--- src/rtl/digit_mux_if.sv ---
// Bundle of the switch inputs and display outputs shared by the digit
// multiplex controller (slave) and whatever drives or observes it (master).
interface digit_mux_if;
  logic       en;
  logic [3:0] s0;
  logic [3:0] s1;
  logic [3:0] hex;
  logic [1:0] an;
  logic       sel;
  logic       frame_tick;

  modport master (
    output en, s0, s1,
    input  hex, an, sel, frame_tick
  );

  modport slave (
    input  en, s0, s1,
    output hex, an, sel, frame_tick
  );
endinterface

--- src/rtl/digit_mux_ctrl.sv ---
// Two-digit time-multiplex scheduler for a shared hex-to-seven-segment decoder,
// with optional blanking between digits and active-low anode enables.
module digit_mux_ctrl #(
  parameter int DWELL_CYCLES = 24000,
  parameter int BLANK_CYCLES = 480
) (
  input logic        clk,
  input logic        reset,
  digit_mux_if.slave bus
);

  localparam int MAX_CYCLES = (DWELL_CYCLES > BLANK_CYCLES) ? DWELL_CYCLES : BLANK_CYCLES;
  localparam int CNT_W      = $clog2(MAX_CYCLES + 1);
  localparam logic [CNT_W-1:0] DWELL_LAST = CNT_W'(DWELL_CYCLES - 1);
  localparam logic [CNT_W-1:0] BLANK_LAST = CNT_W'((BLANK_CYCLES > 0) ? BLANK_CYCLES - 1 : 0);
  localparam bit HAS_BLANK = (BLANK_CYCLES > 0);

  typedef enum logic [2:0] {
    IDLE   = 3'd0,
    BLANK0 = 3'd1,
    SHOW0  = 3'd2,
    BLANK1 = 3'd3,
    SHOW1  = 3'd4
  } state_e;

  state_e           state_q, state_d;
  logic [CNT_W-1:0] cnt_q, cnt_d;
  logic [3:0]       hex_q;
  logic [1:0]       an_q;
  logic             sel_q;
  logic             tick_q;

  // Next state and counter; every state change reloads the counter.
  always_comb begin
    state_d = state_q;
    cnt_d   = cnt_q + CNT_W'(1);
    if (!bus.en) begin
      state_d = IDLE;
      cnt_d   = '0;
    end else begin
      unique case (state_q)
        IDLE: begin
          state_d = HAS_BLANK ? BLANK0 : SHOW0;
          cnt_d   = '0;
        end
        BLANK0: if (cnt_q == BLANK_LAST) begin
          state_d = SHOW0;
          cnt_d   = '0;
        end
        SHOW0: if (cnt_q == DWELL_LAST) begin
          state_d = HAS_BLANK ? BLANK1 : SHOW1;
          cnt_d   = '0;
        end
        BLANK1: if (cnt_q == BLANK_LAST) begin
          state_d = SHOW1;
          cnt_d   = '0;
        end
        SHOW1: if (cnt_q == DWELL_LAST) begin
          state_d = HAS_BLANK ? BLANK0 : SHOW0;
          cnt_d   = '0;
        end
        default: begin
          state_d = IDLE;
          cnt_d   = '0;
        end
      endcase
    end
  end

  // Outputs are derived from the upcoming state so they line up with it;
  // a digit value is captured only on the edge that enters its SHOW state.
  always_ff @(posedge clk) begin
    if (reset) begin
      state_q <= IDLE;
      cnt_q   <= '0;
      an_q    <= 2'b11;
      hex_q   <= 4'h0;
      sel_q   <= 1'b0;
      tick_q  <= 1'b0;
    end else begin
      state_q <= state_d;
      cnt_q   <= cnt_d;
      unique case (state_d)
        SHOW0:   an_q <= 2'b10;
        SHOW1:   an_q <= 2'b01;
        default: an_q <= 2'b11;
      endcase
      tick_q <= (state_d == SHOW1) && (cnt_d == DWELL_LAST);
      if (state_d == SHOW0 && state_q != SHOW0) begin
        hex_q <= bus.s0;
        sel_q <= 1'b0;
      end else if (state_d == SHOW1 && state_q != SHOW1) begin
        hex_q <= bus.s1;
        sel_q <= 1'b1;
      end
    end
  end

  assign bus.hex        = hex_q;
  assign bus.an         = an_q;
  assign bus.sel        = sel_q;
  assign bus.frame_tick = tick_q;

endmodule

--- src/flat_wrapper.sv ---
// flat-port wrapper written by rule: the top's interface ports become plain ports
module digit_mux_ctrl_flat 
#(
  parameter int DWELL_CYCLES = 24000,
  parameter int BLANK_CYCLES = 480
)
  (clk, reset, bus_en, bus_s0, bus_s1, bus_hex, bus_an, bus_sel, bus_frame_tick);
  digit_mux_if bus_i ();
  input logic clk;
  input logic reset;
  input wire logic [$bits(bus_i.en)-1:0] bus_en;
  input wire logic [$bits(bus_i.s0)-1:0] bus_s0;
  input wire logic [$bits(bus_i.s1)-1:0] bus_s1;
  output wire logic [$bits(bus_i.hex)-1:0] bus_hex;
  output wire logic [$bits(bus_i.an)-1:0] bus_an;
  output wire logic [$bits(bus_i.sel)-1:0] bus_sel;
  output wire logic [$bits(bus_i.frame_tick)-1:0] bus_frame_tick;
  assign bus_i.en = bus_en;
  assign bus_i.s0 = bus_s0;
  assign bus_i.s1 = bus_s1;
  assign bus_hex = bus_i.hex;
  assign bus_an = bus_i.an;
  assign bus_sel = bus_i.sel;
  assign bus_frame_tick = bus_i.frame_tick;
  digit_mux_ctrl #(.DWELL_CYCLES(DWELL_CYCLES), .BLANK_CYCLES(BLANK_CYCLES)) u_core (.clk(clk), .reset(reset), .bus(bus_i));
endmodule
--- config.mk ---
export PLATFORM = sky130hd
export DESIGN_NAME = digit_mux_ctrl_flat
export DESIGN_NICKNAME = d
export VERILOG_FILES = /design/src/rtl/digit_mux_if.sv /design/src/rtl/digit_mux_ctrl.sv /design/src/flat_wrapper.sv
export SDC_FILE = /design/constraint.sdc
export NUM_CORES = 1
export LEC_CHECK = 0
export ABC_AREA = 1
export BUFFER_PORTS_ARGS = -buffer_cell sky130_fd_sc_hd__buf_2
export CAP_MARGIN = 20
export CORE_ASPECT_RATIO = 0.75
export CORE_MARGIN = 10
export CORE_UTILIZATION = 56
export DETAILED_ROUTE_END_ITERATION = 8
export PLACE_DENSITY_LB_ADDON = 0.12
export SETUP_SLACK_MARGIN = 0.2
export SYNTH_ARGS = -nofsm -noshare
export SYNTH_HDL_FRONTEND = slang
export SYNTH_SLANG_ARGS = --single-unit
--- constraint.sdc ---
create_clock -name clk -period 2.5 [get_ports clk]
set_input_delay 0.75 -clock clk [delete_from_list [all_inputs] [get_ports clk]]
set_output_delay 0.75 -clock clk [all_outputs]
set_load 0.005 [all_outputs]
; ---- Word level (Yosys, flattened, before mapping)
; Cells that the tools add are included.
[word_totals]
word_cells = 39
input_bits = 11
ff_bits = 26
output_inout_bits = 8
[op_classes]
reduce_logical = 8
n_addsub = 1
muxes = 13
eq_ne = 11
[op_table]
columns = cell, count
row1 = $mux W15, 3
row2 = $eq A15 B15 Y1 const B, 2
row3 = $pmux W15 S2, 1
row4 = $add A15 B1 Y15 const B, 1
row5 = $eq A15 B9 Y1 const B, 1
row6 = $mux W3, 5
row7 = $pmux W3 S5, 1
row8 = $eq A3 B2 Y1 const B, 3
row9 = $mux W4, 2
row10 = $eq A3 B3 Y1 const B, 2
row11 = $reduce_or A2 Y1, 3
row12 = $pmux W2 S2, 1
row13 = $eq A3 B1 Y1 const B, 1
row14 = $logic_and A1 B1 Y1, 3
row15 = $logic_not A3 Y1, 1
row16 = $ne A3 B2 Y1 const B, 1
row17 = $ne A3 B3 Y1 const B, 1
row18 = $reduce_bool A2 Y1, 1

; ---- Longest topological paths before layout
[depth]
ltp_word = 8
depth_mapped = 15
mapped_depth_nobuf = 14

; ---- Least setup slack after synthesis
; Ideal clock, no wire load.
[synth_timing]
kind = reg-to-reg
start = reg u_core.cnt_q[0]
end = reg u_core.hex_q[0], in the netlist u_core.bus.hex[0]
t_required_ns = 2.388
setup_ns = 0.112
period_less_slack_ns = 1.714
setup_slack_ns = 0.786
t_arrival_ns = 1.602
path_stages_with_launch = 13
n_path_buf = 0
path_cell_list = dfxtp_1 > ha_1 > nand3_2 > nor2_1 > nand3_2 > nand2_1 > nand2_1 > nand2_2 > nand3_1 > nand2_1 > nand2_1 > nor2_1 > nor2_1
[synth_via]
elab_chain_len = 7
word_cells_on_any_way = 14
classes_between = eq/ne (4) / mux (7) / reduce/logical (3)
[synth_lines]
columns = item, line_no
row1 = from (decl), digit_mux_ctrl.sv:27  ; logic [CNT_W-1:0] cnt_q, cnt_d;
row2 = from (signal assigned), digit_mux_ctrl.sv:82  ; cnt_q <= cnt_d;
row3 = $eq A15 B15 Y1 / $eq A15 B9 Y1 (equally long branches), --
row4 = "$mux W3, on equally long branches", --
row5 = $pmux W3 S5 (*), digit_mux_ctrl.sv:41  ; unique case (state_q)
row6 = $mux W3 (*), digit_mux_ctrl.sv:37  ; if (!bus.en) begin
row7 = $eq A3 B2 Y1 / $eq A3 B3 Y1 (equally long branches), "digit_mux_ctrl.sv:89, digit_mux_ctrl.sv:92"
row8 = "$logic_and A1 B1 Y1, on equally long branches", "digit_mux_ctrl.sv:89, digit_mux_ctrl.sv:92"
row9 = $mux W4 / $reduce_bool A2 Y1 (equally long branches), --
row10 = to (signal assigned), digit_mux_ctrl.sv:90  ; hex_q <= bus.s0;
row11 = to (signal assigned), digit_mux_ctrl.sv:93  ; hex_q <= bus.s1;
row12 = to (decl), digit_mux_ctrl.sv:28  ; logic [3:0] hex_q;
; Mark *: on every way between the ends. The rest lies on a longest branch, timed or not.
; A chain may end at the register's enable or synchronous reset.

; ---- Worst setup path in the final report
[layout_timing]
start = reg u_core.cnt_q[0]
end = reg u_core.hex_q[3], in the netlist u_core.bus.hex[3]
; The elaborated chain is that of the path after synthesis.

==> summary.txt <==
Placement
  • Cell area after placement: 1510 um^2
  • Port bufs: 18
  • Placed insts: 264
  • HPWL after DPL: 2580 um
  • GP Congestion: 0.905

Power
  • Sw power: 0.153 mW
  • P_int: 0.588 mW
  • Power share of the clock group: 40.0%
  • Sw Ratio: 20.6%
  • Worst VDD drop: 0.000477 V
  • Leak: 0.737 nW
  • Seq pwr share: 56.4%
  • Combinational share of power: 3.6%
  • Pwr Density: 475 nW/um^2

CTS
  • Cts bufs inserted: 3
  • Post-CTS Resized: 0
  • Worst skew pair latency: 0.33 ns
  • Hold buffers post-CTS: 0
  • Clock slew seen by the registers of the worst setup and hold paths: 0.15 ns
  • Clock Path Buffers: 2
  • Clock Tree Root: clkbuf_4
  • TritonCTS clock tree: done
  • H-tree Lvls: 1
  • Sink Count: 26
  • Post-CTS setup buffers: 0

Synthesis
  • Netlist Area Pre-Place: 1390 um^2
  • Post-Synth Adder-Cell Area: 0.903%
  • Simple-gate share of the synthesized area: 44.8%
  • Synth Warn #: 0
  • Post-synthesis xor/xnor area fraction: 3.79%
  • Leading post-synthesis cells by cell area: dfxtp_1 38%, nor2_1 14%, nand2_1 13%
  • Syn Area/Cell: 6.51 um^2
  • Largest family of logic cells by synthesized area: simple AND/OR/NAND/NOR gates
  • Mux contribution to synthesized area: 0%
  • Mapped Nets: 225
  • Synth Area in Compound Gates: 3.97%
  • Synthesized instance count: 213
  • Register area share after synthesis: 37.5%
  • Synth unique cells: 25
  • Synth top area share: 37.5%
  • Synth Register Bits: 26
  • Yosys top cell by area: dfxtp_1

Critical path
  • Crit. End Element: flip-flop
  • Reg-to-Reg Start: u_core.cnt_q[0]
  • Setup CP Type: reg -> reg
  • R2R depth: 12
  • Worst-path fanout max: 6
  • Flop-to-flop setup slack: 0.44 ns
  • Critical path required time: 2.75 ns
  • Critical path arrival: 2.31 ns
  • Startpoint Class: flip-flop
  • Reg-to-reg endpoint: u_core.bus.hex[3]

Final layout
  • Multi-input logic area: 741 um^2
  • Final Cell Area: 1560 um^2
  • Filler Cell Count: 214
  • Reg area: 520 um^2
  • Fraction of layout cells with a size suffix above 1: 14.1%
  • Finished Layout Cells: 268
  • Area growth from synthesis to layout: 12.5%
  • Nets: 247
  • Diode count: 0

Timing
  • Final Setup Violations: 0
  • Period utilization: 82.5%
  • RSZ-0062 raised after global routing: no
  • Clk_skew: 0.00200 ns
  • Max_slew headroom: 76.7%
  • Minimum clock period: 2.06 ns
  • Worst-margin pin slew: 0.346 ns
  • Setup TNS: 0 ns
  • Fmax: 485 MHz
  • Worst hold slack: 0.504 ns
  • Final Slew Violations: 0
  • Final hold vios: 0

GRT
  • Largest net degree at the start of global routing: 16
  • Initial antenna violation count: 0
  • First-pass GRT wire length: 5350 um
  • Met3 Resource Use GR: 4.39%
  • GR Layer Usage met2: 19.8%
  • Met1 global-route usage: 17.8%
  • Gr usage total: 13.1%
  • Grt total ovfl: 0
  • Number of global-route vias before repair: 1178
  • Grt peak-use layer: met2

Hold path
  • Hold Path Depth: 1
  • WHS Endpoint: u_core.cnt_q[0]
  • Hold Crit Class: reg -> reg
  • Hold Crit Start: u_core.cnt_q[0]

Floorplan
  • Rows: 15
  • Total die area: 4890 um^2
  • Initial Util: 59.6%
  • Die height: 63.1 um
  • Die X: 77.5 um
  • CORE AREA: 2330 um^2
  • # IOs: 19

Detailed routing
  • DR WL/cell: 12.3 um
  • Vias/cell: 5.03
  • Routed Antenna Nets: 0
  • Remaining routing DRC violations: 0
  • DRT iter0 DRCs: 220
  • Drt first pass iters: 4
  • Drt total wl: 3280 um
  • Vias post-DR: 1348

Run
  • Number of max-cap violations: 0

Run status
  • Status: complete, no violations
==> power by group through the flow <==
| stage | registers (mW) | logic, mW | clock network [mW] |
|---|---|---|---|
| after global routing | 0.418 | 0.0299 | 0.311 |
| after detailed placement | 0.426 | 0.0263 | 0 |
| after floorplan | 0.426 | 0.0128 | 0 |
| after global placement | 0.426 | 0.0254 | 0 |
| final | 0.418 | 0.0269 | 0.296 |
| after CTS | 0.417 | 0.0267 | 0.298 |
==> kinds of logic after synthesis <==
| kind of cell | count (synthesis) |
|---|---|
| AO/OA/AOI/OAI | 10 |
| adder cells (fa/ha/maj) | 1 |
| buffers and inverters | 31 |
| flip-flops | 26 |
| XOR/XNOR | 6 |
| AND/OR/NAND/NOR | 139 |
==> worst max path at each step <==
stage / startpoint / endpoint / slack [ns] / depth (start not counted)
floorplan: u_core.cnt_q[0] / u_core.bus.hex[0] / 0.79 / 12
global placement: bus_en / u_core.bus.hex[1] / 0.55 / 9
detailed placement: u_core.cnt_q[0] / u_core.bus.hex[3] / 0.48 / 12
CTS: u_core.cnt_q[0] / u_core.bus.hex[3] / 0.44 / 12
global route: u_core.cnt_q[0] / u_core.bus.hex[2] / 0.27 / 12
finish: u_core.cnt_q[0] / u_core.bus.hex[3] / 0.44 / 12
==> per-layer routing <==
metal / wire, um / up-vias
met5: 0 / -
met4: 34 / 0
met3: 263 / 4
met2: 1390 / 48
met1: 1590 / 590
li1: - / 706
==> cell usage after synthesis <==
cell type   n
clkinv_1    1
o21ai_0     7
ha_1        1
o211ai_1    1
inv_2       1
clkinv_2    1
a21boi_0    1
nand3_1    16
nand2_1    49
nand2_2     2
nand3_4     1
buf_6       1
or2_2       1
nor3b_1     1
a21oi_1     1
nor2_1     53
nand3_2     3
nor2_2      2
xnor2_1     1
nand4_1     5
nor3_1      2
nand3b_1    4
inv_1      27
xor2_1      5
dfxtp_1    26
==> state kept, by name (all words and copies together), names as in the netlist <==
| name | count |
|---|---|
| u_core.bus.an | 2 |
| u_core.bus.frame_tick | 1 |
| u_core.bus.hex | 4 |
| u_core.bus.sel | 1 |
| u_core.cnt_q | 15 |
| u_core.state_q | 3 |
==> cell type report <==
type / instances / area share (%)
flip-flops and latches: 26 / 33.4
clock buffers: 3 / 1.44
well taps: 34 / 2.73
clock inverters: 1 / 1.92
inverters: 30 / 7.30
multi-input cells: 156 / 47.5
repair buffers: 18 / 5.77
==> metrics by stage <==
| stage | setup slack, ns | util [%] | power [mW] |
|---|---|---|---|
| finish | 0.436 | 67.0 | 0.740 |
| global route | 0.266 | 67.0 | 0.759 |
| CTS | 0.445 | 67.0 | 0.742 |
| detailed placement | 0.477 | 64.8 | 0.453 |
| global placement | 0.554 | 64.8 | 0.452 |
| floorplan | 0.786 | - | 0.439 |
==> worst max-delay path, cell delays in order (launching register included) <==
cell,delay (ns)
dfxtp_1,0.41
ha_1,0.22
nand3_2,0.16
nor2_1,0.26
nand3_2,0.12
nand2_1,0.07
nand2_1,0.06
nand2_2,0.12
nand3_1,0.18
nand2_1,0.19
nand2_1,0.07
nor2_1,0.09
nor2_1,0.04
==> placed cells by master, fill, tap and decap left out, types with 2 or more instances in the layout <==
| cell type | n |
|---|---|
| nand3b_1 | 4 |
| nand2_1 | 49 |
| nor2_2 | 2 |
| xor2_1 | 5 |
| inv_1 | 27 |
| nand3_2 | 3 |
| buf_2 | 18 |
| o21ai_0 | 7 |
| dfxtp_1 | 26 |
| nand4_1 | 5 |
| nand2_2 | 2 |
| nor2_1 | 53 |
| clkbuf_4 | 3 |
| nand3_1 | 16 |
| nor3_1 | 2 |
(Power assumes the default switching activity.)
